## src/rtl/vram_port_arbiter.sv

```systemverilog
// rtl/vram_port_arbiter.sv - two-port arbiter for the host VRAM access slot
// Optional round-robin tie break: define ARB_ROUND_ROBIN_EN (default is fixed host priority).
module vram_port_arbiter #(
    parameter int AW     = 16,
    parameter int DW     = 16,
    parameter int RD_LAT = 2
) (
    input  logic          i_clk,
    input  logic          i_rst,
    input  logic          i_slot,
    input  logic          i_host_req,
    input  logic          i_host_we,
    input  logic [AW-1:0] i_host_addr,
    input  logic [DW-1:0] i_host_wdata,
    output logic          o_host_ack,
    output logic [DW-1:0] o_host_rdata,
    input  logic          i_eng_req,
    input  logic          i_eng_we,
    input  logic [AW-1:0] i_eng_addr,
    input  logic [DW-1:0] i_eng_wdata,
    output logic          o_eng_ack,
    output logic [DW-1:0] o_eng_rdata,
    output logic          o_mem_valid,
    output logic          o_mem_we,
    output logic [AW-1:0] o_mem_addr,
    output logic [DW-1:0] o_mem_wdata,
    input  logic [DW-1:0] i_mem_rdata,
    output logic          o_busy
);

    typedef enum logic [1:0] {S_IDLE, S_ISSUE, S_WAIT, S_ACK} state_t;

    localparam logic [2:0] CNT_INIT = 3'(RD_LAT - 1);

    state_t     r_state;
    state_t     w_next;
    logic       r_win;
    logic [2:0] r_cnt;
    logic       w_win;
    logic       w_grant;

`ifdef ARB_ROUND_ROBIN_EN
    logic r_last;

    // On a tie the port that was not served last wins.
    always_comb begin
        w_win = ~i_host_req;
        if (i_host_req && i_eng_req) begin
            w_win = ~r_last;
        end
    end
`else
    always_comb begin
        w_win = ~i_host_req;
    end
`endif

    assign w_grant = i_slot & (i_host_req | i_eng_req);
    assign o_busy  = (r_state != S_IDLE);

    always_ff @(posedge i_clk or posedge i_rst) begin
        if (i_rst) begin
            r_state <= S_IDLE;
        end else begin
            r_state <= w_next;
        end
    end

    always_comb begin
        w_next      = r_state;
        o_mem_valid = 1'b0;
        o_host_ack  = 1'b0;
        o_eng_ack   = 1'b0;
        case (r_state)
            S_IDLE: begin
                if (w_grant) begin
                    w_next = S_ISSUE;
                end
            end
            S_ISSUE: begin
                o_mem_valid = 1'b1;
                w_next      = o_mem_we ? S_ACK : S_WAIT;
            end
            S_WAIT: begin
                if (r_cnt == 3'd0) begin
                    w_next = S_ACK;
                end
            end
            S_ACK: begin
                o_host_ack = ~r_win;
                o_eng_ack  = r_win;
                w_next     = S_IDLE;
            end
            default: w_next = S_IDLE;
        endcase
    end

    always_ff @(posedge i_clk or posedge i_rst) begin
        if (i_rst) begin
            r_win        <= 1'b0;
            r_cnt        <= 3'd0;
            o_mem_we     <= 1'b0;
            o_mem_addr   <= '0;
            o_mem_wdata  <= '0;
            o_host_rdata <= '0;
            o_eng_rdata  <= '0;
`ifdef ARB_ROUND_ROBIN_EN
            r_last       <= 1'b1;
`endif
        end else begin
            case (r_state)
                S_IDLE: begin
                    if (w_grant) begin
                        r_win       <= w_win;
                        o_mem_we    <= w_win ? i_eng_we    : i_host_we;
                        o_mem_addr  <= w_win ? i_eng_addr  : i_host_addr;
                        o_mem_wdata <= w_win ? i_eng_wdata : i_host_wdata;
                    end
                end
                S_ISSUE: begin
                    r_cnt <= CNT_INIT;
                end
                S_WAIT: begin
                    // Captured data becomes visible in the ack cycle and holds until the next read.
                    if (r_cnt == 3'd0) begin
                        if (r_win) begin
                            o_eng_rdata <= i_mem_rdata;
                        end else begin
                            o_host_rdata <= i_mem_rdata;
                        end
                    end else begin
                        r_cnt <= r_cnt - 3'd1;
                    end
                end
                S_ACK: begin
`ifdef ARB_ROUND_ROBIN_EN
                    r_last <= r_win;
`endif
                end
                default: ;
            endcase
        end
    end

endmodule
```

## config.mk

```make
export PLATFORM = sky130hd
export DESIGN_NAME = vram_port_arbiter
export DESIGN_NICKNAME = d
export VERILOG_FILES = /design/src/rtl/vram_port_arbiter.sv
export SDC_FILE = /design/constraint.sdc
export NUM_CORES = 1
export LEC_CHECK = 0
export CORE_MARGIN = 4
export CORE_UTILIZATION = 35
export CTS_CLUSTER_SIZE = 16
export DETAILED_ROUTE_END_ITERATION = 10
export GPL_TIMING_DRIVEN = 1
export HOLD_SLACK_MARGIN = 0.06
export MAX_ROUTING_LAYER = met4
export PLACE_DENSITY_LB_ADDON = 0.15
export SYNTH_ARGS = -nofsm -noshare
export SYNTH_HDL_FRONTEND = slang
export SYNTH_SLANG_ARGS = --single-unit
```

## constraint.sdc

```tcl
create_clock -name i_clk -period 6.3 [get_ports i_clk]
set_clock_uncertainty 0.15 [all_clocks]
set_input_delay 0.63 -clock i_clk [delete_from_list [all_inputs] [get_ports i_clk]]
set_output_delay 0.63 -clock i_clk [all_outputs]
set_load 0.01 [all_outputs]
```

Word level (Yosys, flattened, before mapping)
Cells that the tools add are included.
- bits in registers: 71
- add/subtract/negate cells: 1
- eq/ne operators: 6
- multiplexer cells: 12
- bitwise logic cells: 4
- reductions and logical operators: 9
- operators by type and width (kind ; number):
    16-bit two-way mux ; 2
    2-bit case mux with 4 select lines ; 1
    2-bit != test (second input constant) ; 3
    3-bit case mux with 2 select lines ; 1
    2-bit AND reduction ; 3
    3-bit AND reduction ; 2
    1-bit two-way mux ; 5
    2-bit == test (second input constant) ; 2
    2-bit two-way mux ; 2
    2-bit nonzero test ; 2
    3-bit logical NOT ; 1
    3-bit two-way mux ; 1
    3-bit by 1-bit subtractor with 3-bit output (second input constant) ; 1
    2-bit by 1-bit == test with 1-bit output (second input constant) ; 1
    2-bit logical NOT ; 1
    1-bit NOT ; 2
    1-bit AND ; 1
    1-bit bitwise OR ; 1

Logic depth before layout (Yosys ltp)
Gate-level depths: netlist (run 1).
- depth in word-level cells: 4
- mapped depth: 7
- mapped depth without buffers: 6

Worst setup path after synthesis (run 1)
Ideal clock, no wire load.
- kind: reg-to-reg
- from: register r_cnt[0]
- to: register o_eng_rdata[0]
- library setup time: 0.125 ns
- arrival time: 1.459 ns
- required time: 6.025 ns
- slack: 4.566 ns
- cell stages (with the launch flop): 8
- path buffers: 2
- period minus slack after synthesis: 1.734 ns
- cell sequence: dfrtp_1 -> inv_1 -> ha_1 -> ha_1 -> buf_4 -> nand3_4 -> buf_6 -> mux2_2
- longest elaborated chain between the ends: 2
- ends and longest elaborated chain (what ; line ; text):
    start, declared ; 38 ; logic [2:0] r_cnt;
    start signal, assigned ; 132 ; r_cnt <= r_cnt - 3'd1;
    3-bit logical NOT ; 125 ; if (r_cnt == 3'd0) begin
    3-bit AND reduction (no line) ; n/a ;
    end signal, assigned ; 127 ; o_eng_rdata <= i_mem_rdata;
    end, declared ; 22 ; output logic [DW-1:0] o_eng_rdata,
No other way between the ends.
A chain may end at the register's enable or synchronous reset.

Worst setup path in the final report (run 1)
- from: register r_state[0]
- to: output o_busy
- longest elaborated chain between the ends: 1
- ends and longest elaborated chain (what ; line ; text):
    start, declared ; 35 ; state_t r_state;
    start signal, assigned ; 65 ; r_state <= w_next;
    2-bit nonzero test ; 59 ; assign o_busy = (r_state != S_IDLE);
    end, declared ; 28 ; output logic o_busy
No other way between the ends.

==> impl_metrics.toml, run 1 <==
[detailed_routing]
num_vias = 2410
drt_pass1_iterations = 4
wire_per_inst_um = 14.2
drc = 0
ant_nets = 0
wirelength_um = 7410
drt_iter0_drc = 54
viasPerCell = 4.63

[grt]
grt_pass1_vias = 2346
antenna_found_initial = 0
grt_pass1_wl_um = 11400
grt_start_max_net_pins = 72
grt_overflow_total = 0
track_usage = 0.145

[yosys]
yosys.area.top_type_share = 0.559
synth-edff-count = 0
avgSynthCellArea_um2 = 12.5
synth.area.top_cells = "dfrtp_1, mux2i_1, mux2_2"
synth_top_area_cell = "dfrtp_1"
syn_area_um2 = 3180
synthTopCellsByCount = "dfrtp_1, nand2_1, mux2i_1"
yosysMostFrequentCell = "dfrtp_1"
ys_types = 28
yosys_warnings = 0
synthesis.nets = 348
async_flop_share = 1.00
netlist_instances = 254
synth_seq_area_share = 0.559
synth_ff_type = "dfrtp_1"
ys_ff_latch = 71

[final_layout]
drive_gt1_frac = 0.109
n_antenna_cell = 0
finalInstanceArea_um2 = 4950
instances_no_fill = 521
syn2layout_area_growth_pct = 55.9
fin_nets = 502

[place]
place_inst = 505
place_congestion = 0.760
pre_cts_ws_ps = 3980
placed_area_um2 = 4760
post-dp-hpwl_um = 5640
io_buffers = 155

[sta]
period_minus_slack_ps = 2510
setup_slack_ps = 3790
drv_slew = 0
setup_tns_ps = 0
hold_violations = 0
rsz0062_at_grt = "no"
fmax_ghz = 0.399
fin_crit_sh = 0.398
tightest_slew_ps = 883
setup_viol = 0
max-slew-margin-rel = 0.412

[floorplan]
row_count = 34
die_w_um = 103
die-area_um2 = 10700
io_pins = 156
start_util = 0.363
die_h_um = 103
core-area_um2 = 8760

[power_and_ir_drop]
total_power_uw = 2130
leakage_uw = 0.00219
max-vdd-ir-drop_uv = 172
p_per_area_nw_per_um2 = 431

[setup_path]
crit_type = "reg2out"
worstSetupEndpointType = "primary output"
crit_fanout = 4
crit_required_ps = 5520
start_kind = "flip-flop"
cp_data_arrival_time_ps = 1730

[clock_network]
clkTransAtPathRegs_ps = 70
cts_buffer_depth = 2
clock_sinks = 71
cts_tree = "yes"
cts.repair.resized = 0
postCtsSetupBuffers = 0
numCtsBuffers = 9
insertion_delay_ps = 330
cts.hold.buffers_added = 0
htreeDepth = 3
root_buffer = "clkbuf_8"

[run_status]
status = "completed"

[hold_path]
hp-class = "reg2reg"

[job]
drv_cap = 0
power by group:
part           leakage (µW)  internal, µW  switching, µW
sequential         0.000862           675            120
clock              0.000100           192            157
combinational       0.00123           589            401
total               0.00219          1460            678
state kept, by name, indices dropped and copies added, names as in the netlist:
name          count
o_mem_we          1
o_mem_wdata      16
o_host_rdata     16
r_cnt             3
r_win             1
o_mem_addr       16
r_state           2
o_eng_rdata      16
layer usage:
metal,vias up,share of wire,GRT usage,routed length (µm)
met3,8,0.11,0.0510,780
met5,-,0,-,0
li1,1186,-,-,-
met1,1106,0.43,0.177,3210
met4,0,0.012,0.0568,92
met2,110,0.45,0.220,3330
per-stage QoR:
stage          utilization  hold slack [ps]
2_1_floorplan            -              306
6_report             0.565              329
5_1_grt              0.565              358
4_1_cts              0.565              335
3_3_place_gp         0.544              311
3_5_place_dp         0.544              320
cells in the final DEF, fill, tap and decap left out, types with 2 or more instances in the layout:
cell	count
a211oi_1	2
buf_4	3
clkbuf_1	2
clkbuf_8	10
clkdlybuf4s50_1	154
clkinv_2	3
dfrtp_1	71
ha_1	7
inv_1	6
mux2_1	10
mux2_2	23
mux2i_1	34
nand2_1	35
nor2_1	2
nor2b_1	2
o21ai_0	32
o21ai_1	4
area by class of cell:
cell class / count / area (µm²)
clock buffers: 12 / 145
clock inverters: 4 / 45.0
fillers: 784 / 3810
inverters: 7 / 26.3
multi-input cells: 161 / 1260
flip-flops and latches: 71 / 1780
well taps: 108 / 135
repair buffers: 158 / 1570
worst max-delay path: stages, from the launching register on:
cell,delay (ps)
dfrtp_1,410
inv_1,110
ha_1,280
inv_1,70
clkdlybuf4s50_1,530
logic make-up after synthesis:
family          synth area share
compound gates            0.0803
fa+ha+maj                 0.0276
buf+inv                   0.0453
flops                      0.559
mux                        0.224
simple gates              0.0634
path summary, 6_finish.rpt:
kind	from	to	slack [ps]	depth (start not counted)
setup / recovery	r_state[0]$_DFFE_PP0P_	o_busy	3790	4
max in group asynchronous	i_rst	o_mem_wdata[2]$_DFFE_PP0P_	4680	3
hold / removal	o_mem_wdata[2]$_DFFE_PP0P_	o_mem_wdata[2]$_DFFE_PP0P_	330	2
hold reg to reg	o_mem_wdata[2]$_DFFE_PP0P_	o_mem_wdata[2]$_DFFE_PP0P_	330	2
min in group asynchronous	i_rst	o_host_rdata[10]$_DFFE_PP0P_	710	3
setup reg to reg	r_cnt[0]$_DFFE_PP0P_	o_host_rdata[10]$_DFFE_PP0P_	4400	5
Note: power is estimated with default switching activity, not from simulation.
==> run 2, diff against run 1 <==
- clock period: 6.3 -> 2.16 ns (I/O delays scaled with it)
==> run 2 against run 1 <==
Net effect: first-iteration DRC count shrank 46%; critical path depth is the same; core utilization grew 0.90 points; flip-flop and latch count is the same; largest cell class unchanged.
==> impl_metrics.toml, run 2 (synthesized netlist as in run 1, its figures left out) <==
[run_status]
status = "completed"

[grt]
grt_start_max_net_pins = 69
grt_overflow_total = 0
grt_pass1_wl_um = 11200
track_usage = 0.143
antenna_found_initial = 0
grt_pass1_vias = 2350

[setup_path]
crit_required_ps = 1790
worstSetupEndpointType = "primary output"
start_kind = "flip-flop"
reg2reg_depth = 4
crit_top_cell = "inv_1"
critical_path.endpoint = "o_busy"
crit_path_start = "r_state[0]$_DFFE_PP0P_"
crit_type = "reg2out"
reg2reg_to = "o_eng_rdata[5]$_DFFE_PP0P_"
crit_fanout = 4
cp_data_arrival_time_ps = 1680
r2r-start = "r_state[0]$_DFFE_PP0P_"
ff2ff_setup_slack_ps = 280
cp_slowest_cell = "clkdlybuf4s50_1"
crit_path_cell_trace = "inv_1 -> ha_2 -> inv_1 -> clkdlybuf4s50_1"
slowest_delay_ps = 470

[final_layout]
fin_nets = 504
final_common_cell = "clkdlybuf4s50_1"
drive_gt1_frac = 0.120
nFillCells = 778
syn2layout_area_growth_pct = 58.4
final_cell_mix = "clkdlybuf4s50_1, dfrtp_1, nand2_1, mux2i_1, o21ai_0"
n_antenna_cell = 0

[clock_network]
numCtsBuffers = 9
cts.hold.buffers_added = 0
clock_sinks = 71
cts_buffer_depth = 2
root_buffer = "clkbuf_8"
clkTransAtPathRegs_ps = 70
htreeDepth = 3
cts_tree = "yes"
insertion_delay_ps = 330

[detailed_routing]
drt_iter0_drc = 29
wire_per_inst_um = 14.4
num_vias = 2427
drc = 0
ant_nets = 0
drt_pass1_iterations = 5
viasPerCell = 4.64
wirelength_um = 7530

[power_and_ir_drop]
total_power_uw = 6270
power.internal_uw = 4250
p_seq_frac = 0.367
leakage_uw = 0.00222
combPwrFrac = 0.468
p_per_area_nw_per_um2 = 1250
swShare = 0.322
max-vdd-ir-drop_uv = 397
clock_power_share = 0.165
p_sw_uw = 2020

[floorplan]
die-area_um2 = 10700
die_w_um = 103
io_pins = 156
row_count = 34
die_h_um = 103
start_util = 0.363
core-area_um2 = 8760

[sta]
setup_tns_ps = 0
whs_ps = 127
fin_crit_sh = 0.945
period_minus_slack_ps = 2040
setup_viol = 0
tightest_slew_ps = 539
max-slew-margin-rel = 0.640
drv_slew = 0
rsz0062_at_grt = "no"
hold_violations = 0
fmax_ghz = 0.490

[place]
place_congestion = 0.750
post-dp-hpwl_um = 5980
io_buffers = 155

[job]
drv_cap = 0

[hold_path]
hp-class = "in2async"
[run 2: through the flow]
step / utilization / std cells / worst slack, ps / cell area, µm²
final: 0.574 / 523 / 119 / 5030
after floorplan: - / 254 / 426 / 3180
after detailed placement: 0.551 / 506 / 267 / 4820
after global placement: 0.551 / 506 / 324 / 4820
after CTS: 0.573 / 522 / 35.2 / 5020
after global routing: 0.574 / 523 / 46.6 / 5030
[run 2: area by class of cell]
class                   instances  area (µm²)  share of cell area
clock buffers                   9         124              0.0246
clock inverters                 7        73.8              0.0147
inverters                       7        30.0             0.00597
multi-input cells             161        1260               0.250
flip-flops and latches         71        1780               0.353
well taps                     108         135              0.0269
repair buffers                160        1630               0.325
[run 2: worst min path at each step]
stage	startpoint	end
floorplan	i_mem_rdata[1]	o_eng_rdata[1]$_DFFE_PP0P_
global placement	o_mem_wdata[9]$_DFFE_PP0P_	o_mem_wdata[9]$_DFFE_PP0P_
CTS	i_rst	o_mem_wdata[2]$_DFFE_PP0P_
global route	i_rst	o_mem_wdata[4]$_DFFE_PP0P_
finish	i_rst	o_mem_wdata[2]$_DFFE_PP0P_
detailed placement	o_mem_addr[9]$_DFFE_PP0P_	o_mem_addr[9]$_DFFE_PP0P_
[run 2: power groups by stage]
stage | Clock [µW] | Sequential [µW] | Combinational, µW
3_5_place_dp | 0 | 2350 | 2960
6_report | 1030 | 2300 | 2930
2_1_floorplan | 0 | 2590 | 1060
4_1_cts | 1060 | 2320 | 2970
3_3_place_gp | 0 | 2330 | 2900
5_1_grt | 1130 | 2390 | 3210
[run 2: worst max-delay path, delay by kind of cell, from the launching register on]
kind / cells / cell delay (ps)
adder cells (fa/ha/maj): 1 / 260
flip-flops: 1 / 410
buffers and inverters: 3 / 670
[run 2: per-layer routing]
| metal | up-vias | GRT usage | part of all wire | wire [µm] |
|---|---|---|---|---|
| met5 | - | - | 0 | 0 |
| met1 | 1112 | 0.179 | 0.44 | 3290 |
| met3 | 8 | 0.0490 | 0.11 | 834 |
| met2 | 112 | 0.213 | 0.44 | 3300 |
| li1 | 1195 | - | - | - |
| met4 | 0 | 0.0568 | 0.014 | 105 |
[run 2: timing repair]
item	CTS	global route
hold endpoints to repair	0	0
buffers inserted	0	1
resized for setup	0	1
endpoints found under the setup margin	0	1
